--- config.mk ---
export PLATFORM = sky130hd
export DESIGN_NAME = dmac_top
export DESIGN_NICKNAME = d
export VERILOG_FILES = /design/src/rtl/dmac_top.sv
export SDC_FILE = /design/constraint.sdc
export NUM_CORES = 1
export LEC_CHECK = 0
export CORE_UTILIZATION = 55
export DETAILED_ROUTE_END_ITERATION = 10
export GPL_TIMING_DRIVEN = 0
export PLACE_DENSITY = 0.88
export SLEW_MARGIN = 20
export SYNTH_ARGS = -nofsm -noshare
export SYNTH_HDL_FRONTEND = slang
export SYNTH_SLANG_ARGS = --single-unit
--- constraint.sdc ---
create_clock -name clk -period 5.9 [get_ports clk]
set_input_delay 0.885 -clock clk [delete_from_list [all_inputs] [get_ports clk]]
set_output_delay 0.885 -clock clk [all_outputs]
set_load 0.005 [all_outputs]
--- src/rtl/dmac_top.sv ---
// Two-channel AHB bus-master DMA: fetches a 4-word descriptor per request, then
// copies data as read-burst / write-burst pairs through a 16-word buffer.
module dmac_top (
   input  logic        clk,
   input  logic        rst,
   input  logic [31:0] MRData,
   input  logic        HReady,
   input  logic [1:0]  M_HResp,
   input  logic [1:0]  DmacReq,
   input  logic        Bus_Grant,
   output logic [31:0] MAddress,
   output logic [31:0] MWData,
   output logic [3:0]  MBurst_Size,
   output logic        MWrite,
   output logic [1:0]  MTrans,
   output logic [3:0]  MWStrb,
   output logic        Bus_Req,
   output logic        Interrupt,
   output logic [1:0]  ReqAck
);

   typedef enum logic [2:0] {
      S_IDLE, S_BUS_REQ, S_DESC, S_READ, S_WRITE, S_DONE
   } state_t;

   localparam logic [1:0]  TR_IDLE    = 2'b00;
   localparam logic [1:0]  TR_NONSEQ  = 2'b10;
   localparam logic [1:0]  TR_SEQ     = 2'b11;
   localparam logic [1:0]  RESP_ERROR = 2'b01;
   localparam logic [31:0] DESC_BASE0 = 32'h0000_00A0;
   localparam logic [31:0] DESC_BASE1 = 32'h0000_00B0;

   state_t      state_q, state_d;
   logic [1:0]  ack_q, ack_d;
   logic        irq_q, irq_d;
   logic        ch_q, ch_d;
   logic [31:0] src_q, src_d;
   logic [31:0] dst_q, dst_d;
   logic [31:0] rem_q, rem_d;
   logic [3:0]  blen_q, blen_d;
   logic [3:0]  bp_q, bp_d;
   logic        ien_q, ien_d;
   logic [3:0]  strb_q, strb_d;

   // Address-phase registers drive the bus directly; dphase tracks the data phase.
   logic [31:0] addr_q, addr_d;
   logic [1:0]  trans_q, trans_d;
   logic        write_q, write_d;
   logic        dphase_q, dphase_d;
   logic        dwrite_q, dwrite_d;
   logic [4:0]  acnt_q, acnt_d;
   logic [4:0]  dcnt_q, dcnt_d;
   logic [3:0]  wr_ptr_q, wr_ptr_d;
   logic [3:0]  rd_ptr_q, rd_ptr_d;
   logic [31:0] wdata_q;
   logic [31:0] buf_mem [16];

   logic        push, pop;
   logic        advance, addr_acc, data_done, bus_err;
   logic [31:0] rem_new, base;
   logic [4:0]  nb;
   logic        wr_n;

   function automatic logic [3:0] lane_strb(input logic [1:0] hsize, input logic [1:0] ofs);
      logic [3:0] s;
      case (hsize)
         2'b00:   s = 4'b0001 << ofs;
         2'b01:   s = (ofs == 2'b00) ? 4'b0011 : ((ofs == 2'b10) ? 4'b1100 : 4'b0000);
         2'b10:   s = 4'b1111;
         default: s = 4'b0000;
      endcase
      return s;
   endfunction

   function automatic logic [3:0] burst_len(input logic [31:0] rem, input logic [3:0] b);
      return (rem < {28'd0, b}) ? rem[3:0] : b;
   endfunction

   always_comb begin
      // With nothing in flight a low HReady has nothing to hold, so issue freely.
      advance   = HReady || (trans_q == TR_IDLE && !dphase_q);
      addr_acc  = HReady && (trans_q != TR_IDLE);
      data_done = HReady && dphase_q;
      bus_err   = data_done && (M_HResp == RESP_ERROR);
   end

   always_comb begin
      state_d  = state_q;
      ack_d    = ack_q;
      irq_d    = irq_q;
      ch_d     = ch_q;
      src_d    = src_q;
      dst_d    = dst_q;
      rem_d    = rem_q;
      blen_d   = blen_q;
      bp_d     = bp_q;
      ien_d    = ien_q;
      strb_d   = strb_q;
      addr_d   = addr_q;
      trans_d  = trans_q;
      write_d  = write_q;
      dphase_d = dphase_q;
      dwrite_d = dwrite_q;
      acnt_d   = acnt_q;
      dcnt_d   = dcnt_q;
      wr_ptr_d = wr_ptr_q;
      rd_ptr_d = rd_ptr_q;
      push     = 1'b0;
      pop      = 1'b0;
      rem_new  = rem_q - {28'd0, bp_q};
      base     = 32'd0;
      nb       = 5'd0;
      wr_n     = 1'b0;

      if (advance) begin
         dphase_d = addr_acc;
         dwrite_d = write_q;
         if (addr_acc) acnt_d = acnt_q + 5'd1;
         if (data_done) dcnt_d = dcnt_q + 5'd1;
         if (addr_acc && write_q) begin
            pop      = 1'b1;
            rd_ptr_d = rd_ptr_q + 4'd1;
         end
      end

      case (state_q)
         S_IDLE: begin
            if (DmacReq != 2'b00) begin
               state_d  = S_BUS_REQ;
               ch_d     = DmacReq[1];
               ack_d    = DmacReq[1] ? 2'b10 : 2'b01;
               irq_d    = 1'b0;
               ien_d    = 1'b0;
               wr_ptr_d = 4'd0;
               rd_ptr_d = 4'd0;
            end
         end
         S_BUS_REQ: begin
            if (Bus_Grant) begin
               state_d = S_DESC;
               acnt_d  = 5'd0;
               dcnt_d  = 5'd0;
            end
         end
         S_DESC: begin
            if (data_done) begin
               case (dcnt_q[1:0])
                  2'd0:    src_d = MRData;
                  2'd1:    dst_d = MRData;
                  2'd2:    rem_d = MRData;
                  default: begin
                     blen_d  = (MRData[3:0] == 4'd0) ? 4'd1 : MRData[3:0];
                     ien_d   = MRData[16];
                     strb_d  = lane_strb(MRData[5:4], src_q[1:0]);
                     bp_d    = burst_len(rem_q, blen_d);
                     state_d = (rem_q == 32'd0) ? S_DONE : S_READ;
                     acnt_d  = 5'd0;
                     dcnt_d  = 5'd0;
                  end
               endcase
            end
         end
         S_READ: begin
            if (data_done && !bus_err) begin
               push     = 1'b1;
               wr_ptr_d = wr_ptr_q + 4'd1;
               if (dcnt_d == {1'b0, bp_q}) begin
                  state_d = S_WRITE;
                  acnt_d  = 5'd0;
                  dcnt_d  = 5'd0;
               end
            end
         end
         S_WRITE: begin
            if (data_done && dcnt_d == {1'b0, bp_q}) begin
               src_d   = src_q + {26'd0, bp_q, 2'b00};
               dst_d   = dst_q + {26'd0, bp_q, 2'b00};
               rem_d   = rem_new;
               bp_d    = burst_len(rem_new, blen_q);
               state_d = (rem_new == 32'd0) ? S_DONE : S_READ;
               acnt_d  = 5'd0;
               dcnt_d  = 5'd0;
            end
         end
         S_DONE: begin
            // A data phase left over from an aborted burst must still finish.
            if (!dphase_q || HReady) state_d = S_IDLE;
         end
         default: state_d = S_IDLE;
      endcase

      if (bus_err && (state_q inside {S_DESC, S_READ, S_WRITE})) state_d = S_DONE;
      if (state_d == S_DONE && state_q != S_DONE) irq_d = ien_d || bus_err;

      // Next address phase is derived from where the FSM is heading.
      case (state_d)
         S_DESC:  begin base = ch_d ? DESC_BASE1 : DESC_BASE0; nb = 5'd4; wr_n = 1'b0; end
         S_READ:  begin base = {src_d[31:2], 2'b00}; nb = {1'b0, bp_d}; wr_n = 1'b0; end
         S_WRITE: begin base = dst_d; nb = {1'b0, bp_d}; wr_n = 1'b1; end
         default: begin base = 32'd0; nb = 5'd0; wr_n = 1'b0; end
      endcase

      if (advance) begin
         if (acnt_d < nb && Bus_Grant) begin
            trans_d = (acnt_d == 5'd0 || trans_q == TR_IDLE) ? TR_NONSEQ : TR_SEQ;
            addr_d  = base + {25'd0, acnt_d, 2'b00};
            write_d = wr_n;
         end else begin
            trans_d = TR_IDLE;
            write_d = 1'b0;
         end
      end
   end

   always_ff @(posedge clk or posedge rst) begin
      if (rst) begin
         state_q  <= S_IDLE;
         ack_q    <= 2'b00;
         irq_q    <= 1'b0;
         ch_q     <= 1'b0;
         src_q    <= 32'd0;
         dst_q    <= 32'd0;
         rem_q    <= 32'd0;
         blen_q   <= 4'd0;
         bp_q     <= 4'd0;
         ien_q    <= 1'b0;
         strb_q   <= 4'd0;
         addr_q   <= 32'd0;
         trans_q  <= TR_IDLE;
         write_q  <= 1'b0;
         dphase_q <= 1'b0;
         dwrite_q <= 1'b0;
         acnt_q   <= 5'd0;
         dcnt_q   <= 5'd0;
         wr_ptr_q <= 4'd0;
         rd_ptr_q <= 4'd0;
      end else begin
         state_q  <= state_d;
         ack_q    <= ack_d;
         irq_q    <= irq_d;
         ch_q     <= ch_d;
         src_q    <= src_d;
         dst_q    <= dst_d;
         rem_q    <= rem_d;
         blen_q   <= blen_d;
         bp_q     <= bp_d;
         ien_q    <= ien_d;
         strb_q   <= strb_d;
         addr_q   <= addr_d;
         trans_q  <= trans_d;
         write_q  <= write_d;
         dphase_q <= dphase_d;
         dwrite_q <= dwrite_d;
         acnt_q   <= acnt_d;
         dcnt_q   <= dcnt_d;
         wr_ptr_q <= wr_ptr_d;
         rd_ptr_q <= rd_ptr_d;
      end
   end

   always_ff @(posedge clk) begin
      if (push) buf_mem[wr_ptr_q] <= MRData;
   end

   // Registered buffer read: the popped word lands on MWData for the data phase.
   always_ff @(posedge clk or posedge rst) begin
      if (rst)      wdata_q <= 32'd0;
      else if (pop) wdata_q <= buf_mem[rd_ptr_q];
   end

   assign MAddress    = addr_q;
   assign MTrans      = trans_q;
   assign MWrite      = write_q;
   assign MWData      = wdata_q;
   assign MWStrb      = (dphase_q && dwrite_q) ? strb_q : 4'b0000;
   assign MBurst_Size = (state_q == S_READ || state_q == S_WRITE) ? bp_q : 4'd0;
   assign Bus_Req     = state_q inside {S_BUS_REQ, S_DESC, S_READ, S_WRITE};
   assign ReqAck      = Bus_Req ? ack_q : 2'b00;
   assign Interrupt   = irq_q;

endmodule

==> results.tsv, run 1 <==
stage	metric	value	unit
floorplanning	initial_core_util	56.0	%
synth	avgSynthCellArea	14.5	µm²
timing	period_share	97.3	%
finish	area_growth	18.5	%
finish	final_layout_size_suffix_gt1_share	22.0	%
worst_setup_path	worstPathMaxFanout	10	
finish	final_util	66.4	%
grt	grt_pass1_wl	156000	µm
worst_setup_path	endpoint_kind	flip-flop	
grt	overflow	0	
worst_setup_path	critPathLaunchType	flip-flop	
timing	fmax	0.174	GHz
synth	syn_inst	2243	
synth	ys_async_sr_fraction	28.4	%
floorplanning	io_pins	119	
timing	drv_slew	0	
finish	layout_commonest_cell	edfxtp_1	
finish	nNetsFinal	2605	
floorplanning	dieArea	60200	µm²
worst_setup_path	path_class	reg -> reg	
synth	synth_enable_flop_cells	512	
floorplanning	die_h	245	µm
placement	dp.cells	3181	
timing	slew-limit-headroom	18.0	%
timing	final.setup.tns	0	ns
placement	pre_cts_slack	-1.92	ns
floorplanning	die_w	245	µm
floorplanning	core	58100	µm²
timing	finalClockSkew	0.0206	ns
synth	synth_top_cell_area_share	47.2	%
cts	cts_buffer_depth	3	
synth	ys.flop_type	edfxtp_1	
cts	cts_tree	built	
placement	io_buffers	118	
routing	postRouteAntennaNets	0	
synth	netlist_area	32600	µm²
cts	cts-root-buf	clkbuf_16	
grt	grt_max_degree	35	
timing	fin_crit	5.74	ns
cts	cts_hold_repair.buffers	0	
synth	yosysUniqueCellTypes	89	
grt	grt_usage	35.9	%
cts	htreeDepth	3	
power_and_ir_drop	power_leakage	0.0138	µW
cts	cts_made_buffers	74	
timing	finalHoldViolCount	0	
power_and_ir_drop	powerDensity	396	nW/µm²
floorplanning	fp-row-count	88	
timing	worst_pin_slew	1.23	ns
grt	grt_pass1_vias	23500	
synth	synth_area_leaders	edfxtp_1 (47%), dfrtp_1 (16%), mux4_2 (11%), nand2_1 (1.9%), mux2_2 (1.8%)	
worst_setup_path	critPathArrivalTime	6.24	ns
synth	yosys_warnings	0	
routing	drt_iter0_drc	3229	
timing	setup_viol	0	
finish	nFillCells	3843	
routing	wl_per_cell	32.0	µm
cts	clk_pin_slew	0.06	ns
hold_path	hold_class	reg -> reg	
placement	place_congestion	0.974	
run	drv_cap	0	
synth	syn_nets	2324	
power_and_ir_drop	ir_drop	0.000371	V
cts	cts.sinks	715	
worst_setup_path	crit_required	6.40	ns
finish	instances_no_fill	3351	
cts	clk_latency	0.63	ns
synth	synth_top_area_cell	edfxtp_1	
synth	ys_ff_latch	715	
routing	drc_errors	0	
finish	final_cell_mix	edfxtp_1 (512), dfrtp_1 (199), nand2_1 (162)	
routing	avgViaCountPerCell	6.96	
placement	hpwlAfterDp	70600	µm
routing	drt_pass1_iterations	6	
outcome	status	finished, final reports clean	
synth	yosysSeqAreaShare	62.8	%
routing	vias	23300	
timing	setup_ws	0.161	ns
grt	antenna_found_initial	3	
routing	wl	107000	µm
==> report_power, final <==
part | internal [µW] | leakage, µW | switching, µW | total [µW]
clock network | 2750 | 0.00119 | 2110 | 4860
registers | 5800 | 0.00728 | 446 | 6250
logic | 1600 | 0.00537 | 2570 | 4170
total | 10100 | 0.0138 | 5120 | 15300
==> registers in the layout, indices dropped and copies added (netlist names), 2 cells and up <==
signal and flops:
acnt_q 5, src_q 32, rem_q 32, dcnt_q 5, strb_q 4, dst_q 32
MWData 32, blen_q 4, MAddress 32, state_q 3, buf_mem 512, ack_q 2
wr_ptr_q 4, MTrans 2, rd_ptr_q 4, bp_q 4
==> kinds of logic (layout without fill, tap and decap cells) <==
| kind of cell | Yosys count | in the layout | share of synthesized area [%] |
|---|---|---|---|
| flip-flops | 715 | 715 | 62.8 |
| AND/OR/NAND/NOR | 607 | 607 | 9.79 |
| AO/OA/AOI/OAI | 407 | 408 | 8.39 |
| multiplexers | 234 | 234 | 13.6 |
| buffers and inverters | 183 | 522 | 2.24 |
| XOR/XNOR | 56 | 56 | 1.55 |
| adder cells (fa/ha/maj) | 41 | 41 | 1.67 |
| other | 0 | 3 | 0 |
==> cell usage after synthesis, types with 37 or more instances <==
cell,instances
mux4_2,160
edfxtp_1,512
clkbuf_1,86
nand3_1,66
o21ai_0,94
nand2_1,164
nor2_1,107
inv_1,65
ha_1,37
nor3_1,44
mux2_2,53
nor4_1,42
dfrtp_1,203
a21oi_1,99
==> final cells by class <==
| type | count | area, µm² | area share, % |
|---|---|---|---|
| Antenna cell | 3 | 7.51 | 0.0194 |
| Buffer | 113 | 515 | 1.34 |
| Clock buffer | 90 | 1970 | 5.09 |
| Clock inverter | 45 | 477 | 1.23 |
| Inverter | 65 | 251 | 0.651 |
| Multi-Input combinational cell | 1346 | 11900 | 30.9 |
| Sequential cell | 715 | 20500 | 53.0 |
| Tap cell | 765 | 957 | 2.48 |
| Timing Repair Buffer | 209 | 2050 | 5.32 |
==> critical path, stage by stage, from the launching register on <==
cell and delay [ns]:
dfrtp_2 0.44, inv_1 0.12, ha_4 0.24, a21o_4 0.25
a2111oi_1 0.64, nand4_1 0.23, xnor2_1 0.52, a2111oi_4 0.05
buf_4 0.18, buf_4 0.14, and4_1 0.17, buf_2 0.16
mux2i_1 0.13, o221ai_1 0.30, a21oi_1 0.12, ha_1 0.30
a21o_1 0.16, nand2_1 0.07, nand3b_1 0.12, nor2_1 0.12
nand2_1 0.11, nor2_2 0.39, buf_4 0.29, mux2_2 0.35
==> layer usage <==
layer	part of all wire (%)	wire length (µm)	up-vias	track usage, %
met4	5.9	6280	0	18.6
met5	0	0	-	0
met1	35	37900	11700	45.1
met3	9.8	10500	409	6.64
met2	49	52500	1759	59.8
li1	-	-	9435	-
==> final timing paths <==
kind / slack (ns) / cells past startpoint / end / startpoint
worst max-delay path: 0.16 / 23 / MAddress[13] / bp_q[2]
min in group asynchronous: 0.66 / 2 / strb_q[0] / rst
worst max register to register: 0.16 / 23 / MAddress[13] / bp_q[2]
max in group asynchronous: 4.27 / 5 / dst_q[25] / rst
worst min-delay path: 0.49 / 1 / MAddress[31] / MAddress[31]
worst min register to register: 0.49 / 1 / MAddress[31] / MAddress[31]
==> metrics by stage <==
step	hold slack [ns]	cell area (µm²)	total power, µW
final	0.486	38600	15300
after global routing	0.511	38600	15800
after CTS	0.488	38200	14800
after detailed placement	0.465	35400	9770
after global placement	0.462	34700	9630
after floorplan	0.441	32600	8430
==> timing repair <==
item                                   4_1_cts  5_1_grt
setup endpoints to repair                   39       30
buffers inserted                            12       24
pin swaps                                    8       11
endpoints found under the hold margin        0        0
gates cloned                                 0        1
resized for setup                           61       48
Power figures use the tool's default switching activity.
==> inputs of run 2 (changes only) <==
CTS_CLUSTER_DIAMETER = 80   (was unset)
==> run 2 against run 1 <==
  * First-iteration DRC count increased by 12%
  * Clock-buffer cell count up 4
  * Worst setup slack got worse by 0.069 ns
  * Worst hold slack about the same
  * Sequential cell count unchanged
  * Non-clock buffer count rose by 1
  * Design area is 0.51% higher
  * Combinational power about the same
  * Critical path type unchanged
  * Critical endpoint is now MAddress[31]
  * Highest routed layer is now met5
==> results.tsv, run 2 (synthesis results as in run 1) <==
stage	metric	value	unit	change
outcome	status	finished, final reports clean		
routing	met2_length	52800	µm	+0.54%
routing	avgViaCountPerCell	6.94		-0.22%
cts	htreeDepth	3		unchanged
worst_setup_path	critPathArrivalTime	6.34	ns	+0.10 ns
grt	grt_usage	36.0	%	+0.056 points
finish	layout_commonest_cell	edfxtp_1		
worst_setup_path	rr_worst_depth	19		-17%
placement	pre_cts_slack	-1.92	ns	unchanged
worst_setup_path	path_class	reg -> reg		
worst_setup_path	endpoint_kind	flip-flop		
routing	wl_per_cell	32.0	µm	+0.11%
timing	slew-limit-headroom	13.5	%	-4.5 points
routing	top_layer	met5		
floorplanning	die_h	245	µm	unchanged
timing	fmax	0.172	GHz	-1.2%
finish	final_cell_mix	edfxtp_1 (512), dfrtp_1 (198), nand2_1 (161)		
grt	overflow	0		unchanged
worst_setup_path	max_stage_delay	0.62	ns	-0.02 ns
floorplanning	die_w	245	µm	unchanged
routing	wl_met3	11100	µm	+5.5%
worst_setup_path	cp_top_family	simple AND/OR/NAND/NOR gates		
worst_setup_path	critPathLaunchType	flip-flop		
floorplanning	io_pins	119		unchanged
floorplanning	core	58100	µm²	unchanged
cts	clk_latency	0.65	ns	+0.02 ns
hold_path	hold_start	MAddress[31]		
cts	cts_buffer_depth	3		unchanged
routing	drt_iter0_drc	3606		+12%
timing	setup_ws	0.0927	ns	-0.0686 ns
worst_setup_path	rrSetupSlack	0.09	ns	-0.07 ns
power_and_ir_drop	power_leakage	0.0139	µW	+0.55%
routing	vias	23300		-0.099%
power_and_ir_drop	power.total	15500	µW	+1.6%
worst_setup_path	rr_endpoint	MAddress[31]		
cts	cts_tree	built		
timing	setup_viol	0		unchanged
routing	wl	108000	µm	+0.22%
routing	drt_pass1_iterations	6		unchanged
timing	period_share	98.4	%	+1.2 points
cts	cts.sinks	715		unchanged
finish	final_layout_size_suffix_gt1_share	22.0	%	about the same
hold_path	hold_class	reg -> reg		
placement	hpwlAfterDp	70600	µm	unchanged
grt	grt_max_degree	35		unchanged
finish	area_growth	19.1	%	
finish	largest_reg_flops	512		unchanged
floorplanning	dieArea	60200	µm²	unchanged
cts	cts_made_buffers	76		+2.7%
timing	drv_slew	0		unchanged
power_and_ir_drop	powerDensity	400	nW/µm²	+1.1%
hold_path	hold_path_depth	1		unchanged
finish	nNetsFinal	2608		+0.12%
timing	finalClockSkew	0.0383	ns	+0.0177 ns
worst_setup_path	crit_chain	nor4_2 -> nand4b_1 -> nor4_2 -> a221oi_1 -> nor2_1 -> nand4_4 -> buf_4 -> nand2_4 -> o22ai_2 -> ha_1 -> a21o_1 -> a21oi_1 -> o21bai_1 -> a21oi_2 -> a21oi_2 -> nand4_4 -> nor4_4 -> mux2i_1 -> a21o_1		
worst_setup_path	crit_slowest_cell	nor4_2		
timing	finalHoldViolCount	0		unchanged
worst_setup_path	crit_required	6.43	ns	+0.03 ns
finish	regMostFlops	buf_mem		
floorplanning	initial_core_util	56.0	%	unchanged
placement	io_buffers	118		unchanged
routing	wl_met1	37500	µm	-1.0%
placement	place_congestion	0.974		unchanged
run	drv_cap	0		unchanged
routing	drc_errors	0		unchanged
worst_setup_path	worstPathMaxFanout	9		-1
power_and_ir_drop	ir_drop	0.000345	V	-6.9%
worst_setup_path	critPathBufInv	1		-4
worst_setup_path	rr_startpoint	rem_q[23]		
grt	antenna_found_initial	5		+2
timing	fin_crit	5.81	ns	+0.0686 ns
cts	clk_pin_slew	0.06	ns	about the same
timing	worst_pin_slew	1.29	ns	+0.0670 ns
finish	final_util	66.8	%	+0.34 points
floorplanning	fp-row-count	88		unchanged
routing	postRouteAntennaNets	0		unchanged
cts	cts-root-buf	clkbuf_16		
hold_path	holdPathEnd	MAddress[31]		
grt	grt_pass1_wl	156000	µm	-0.23%
grt	grt_pass1_vias	23300		-0.81%
-- run 2: changes by cell type in the layout (fill, tap and decap cells not counted), moves of 3 or more --
cell,before,now
buf_4,57,61
clkbuf_1,78,81
clkbuf_2,16,13
clkinv_16,0,4
clkinv_2,14,11
clkinvlp_4,7,4
-- run 2: worst max path at each step --
stage	endpoint	from	slack (ns)	cells past startpoint
finish	MAddress[31]	rem_q[23]	0.09	19
global route	MAddress[31]	rem_q[1]	-0.04	20
CTS	MAddress[31]	bp_q[0]	-0.02	22
detailed placement	MAddress[31]	bp_q[1]	-1.92	21
global placement	buf_mem[3][10]	HReady	-3.41	6
floorplan	MAddress[22]	bp_q[0]	0.41	24
-- run 2: worst reg2reg max path, cell delays in order, from the launching register on --
cell	delay, ns
dfrtp_1	0.48
nor4_2	0.48
nand4b_1	0.46
nor4_2	0.63
a221oi_1	0.20
nor2_1	0.34
nand4_4	0.26
buf_4	0.23
nand2_4	0.19
o22ai_2	0.16
ha_1	0.33
a21o_1	0.12
a21oi_1	0.10
o21bai_1	0.25
a21oi_2	0.13
a21oi_2	0.23
nand4_4	0.24
nor4_4	0.57
mux2i_1	0.16
a21o_1	0.17
-- run 2: layout make-up --
cell class,count,area [µm²]
tap,765,957
inverter,65,250
multi-input combinational,1346,11900
timing repair buffer,212,2070
clock buffer,94,2020
buffer,111,498
sequential,715,20500
clock inverter,44,592
antenna,3,7.51
fill,3826,19300
-- run 2: per-layer routing --
layer	global-route usage, %	vias up
met2	60.4	1795
li1	-	9431
met3	6.22	393
met1	45.8	11700
met5	0	-
met4	17.0	4
-- run 2: power by group --
group          total [µW]  switching (µW)  internal (µW)  leakage [µW]
registers            6260             460           5800       0.00728
clock network        5060            2150           2910       0.00126
logic                4190            2580           1610       0.00537
total               15500            5190          10300        0.0139
-- run 2: timing repair --
item | in CTS | in global routing
setup endpoints to repair | 39 | 30
pin swaps | 8 | 14
buffers inserted | 12 | 27
hold buffers | 0 | 0
resized for setup | 60 | 55
cloned | 0 | 1
hold endpoints to repair | 0 | 0
-- run 2: per-stage QoR --
| step | cell area (µm²) | TNS (ns) | hold slack (ns) | std cells |
|---|---|---|---|---|
| after global routing | 38800 | -0.0672 | 0.510 | 3352 |
| after floorplan | 32600 | 0 | 0.441 | 2243 |
| after global placement | 34700 | -716.48 | 0.462 | 3126 |
| after CTS | 38400 | -0.0178 | 0.487 | 3327 |
| after detailed placement | 35400 | -49.00 | 0.465 | 3181 |
| final | 38800 | 0 | 0.486 | 3355 |
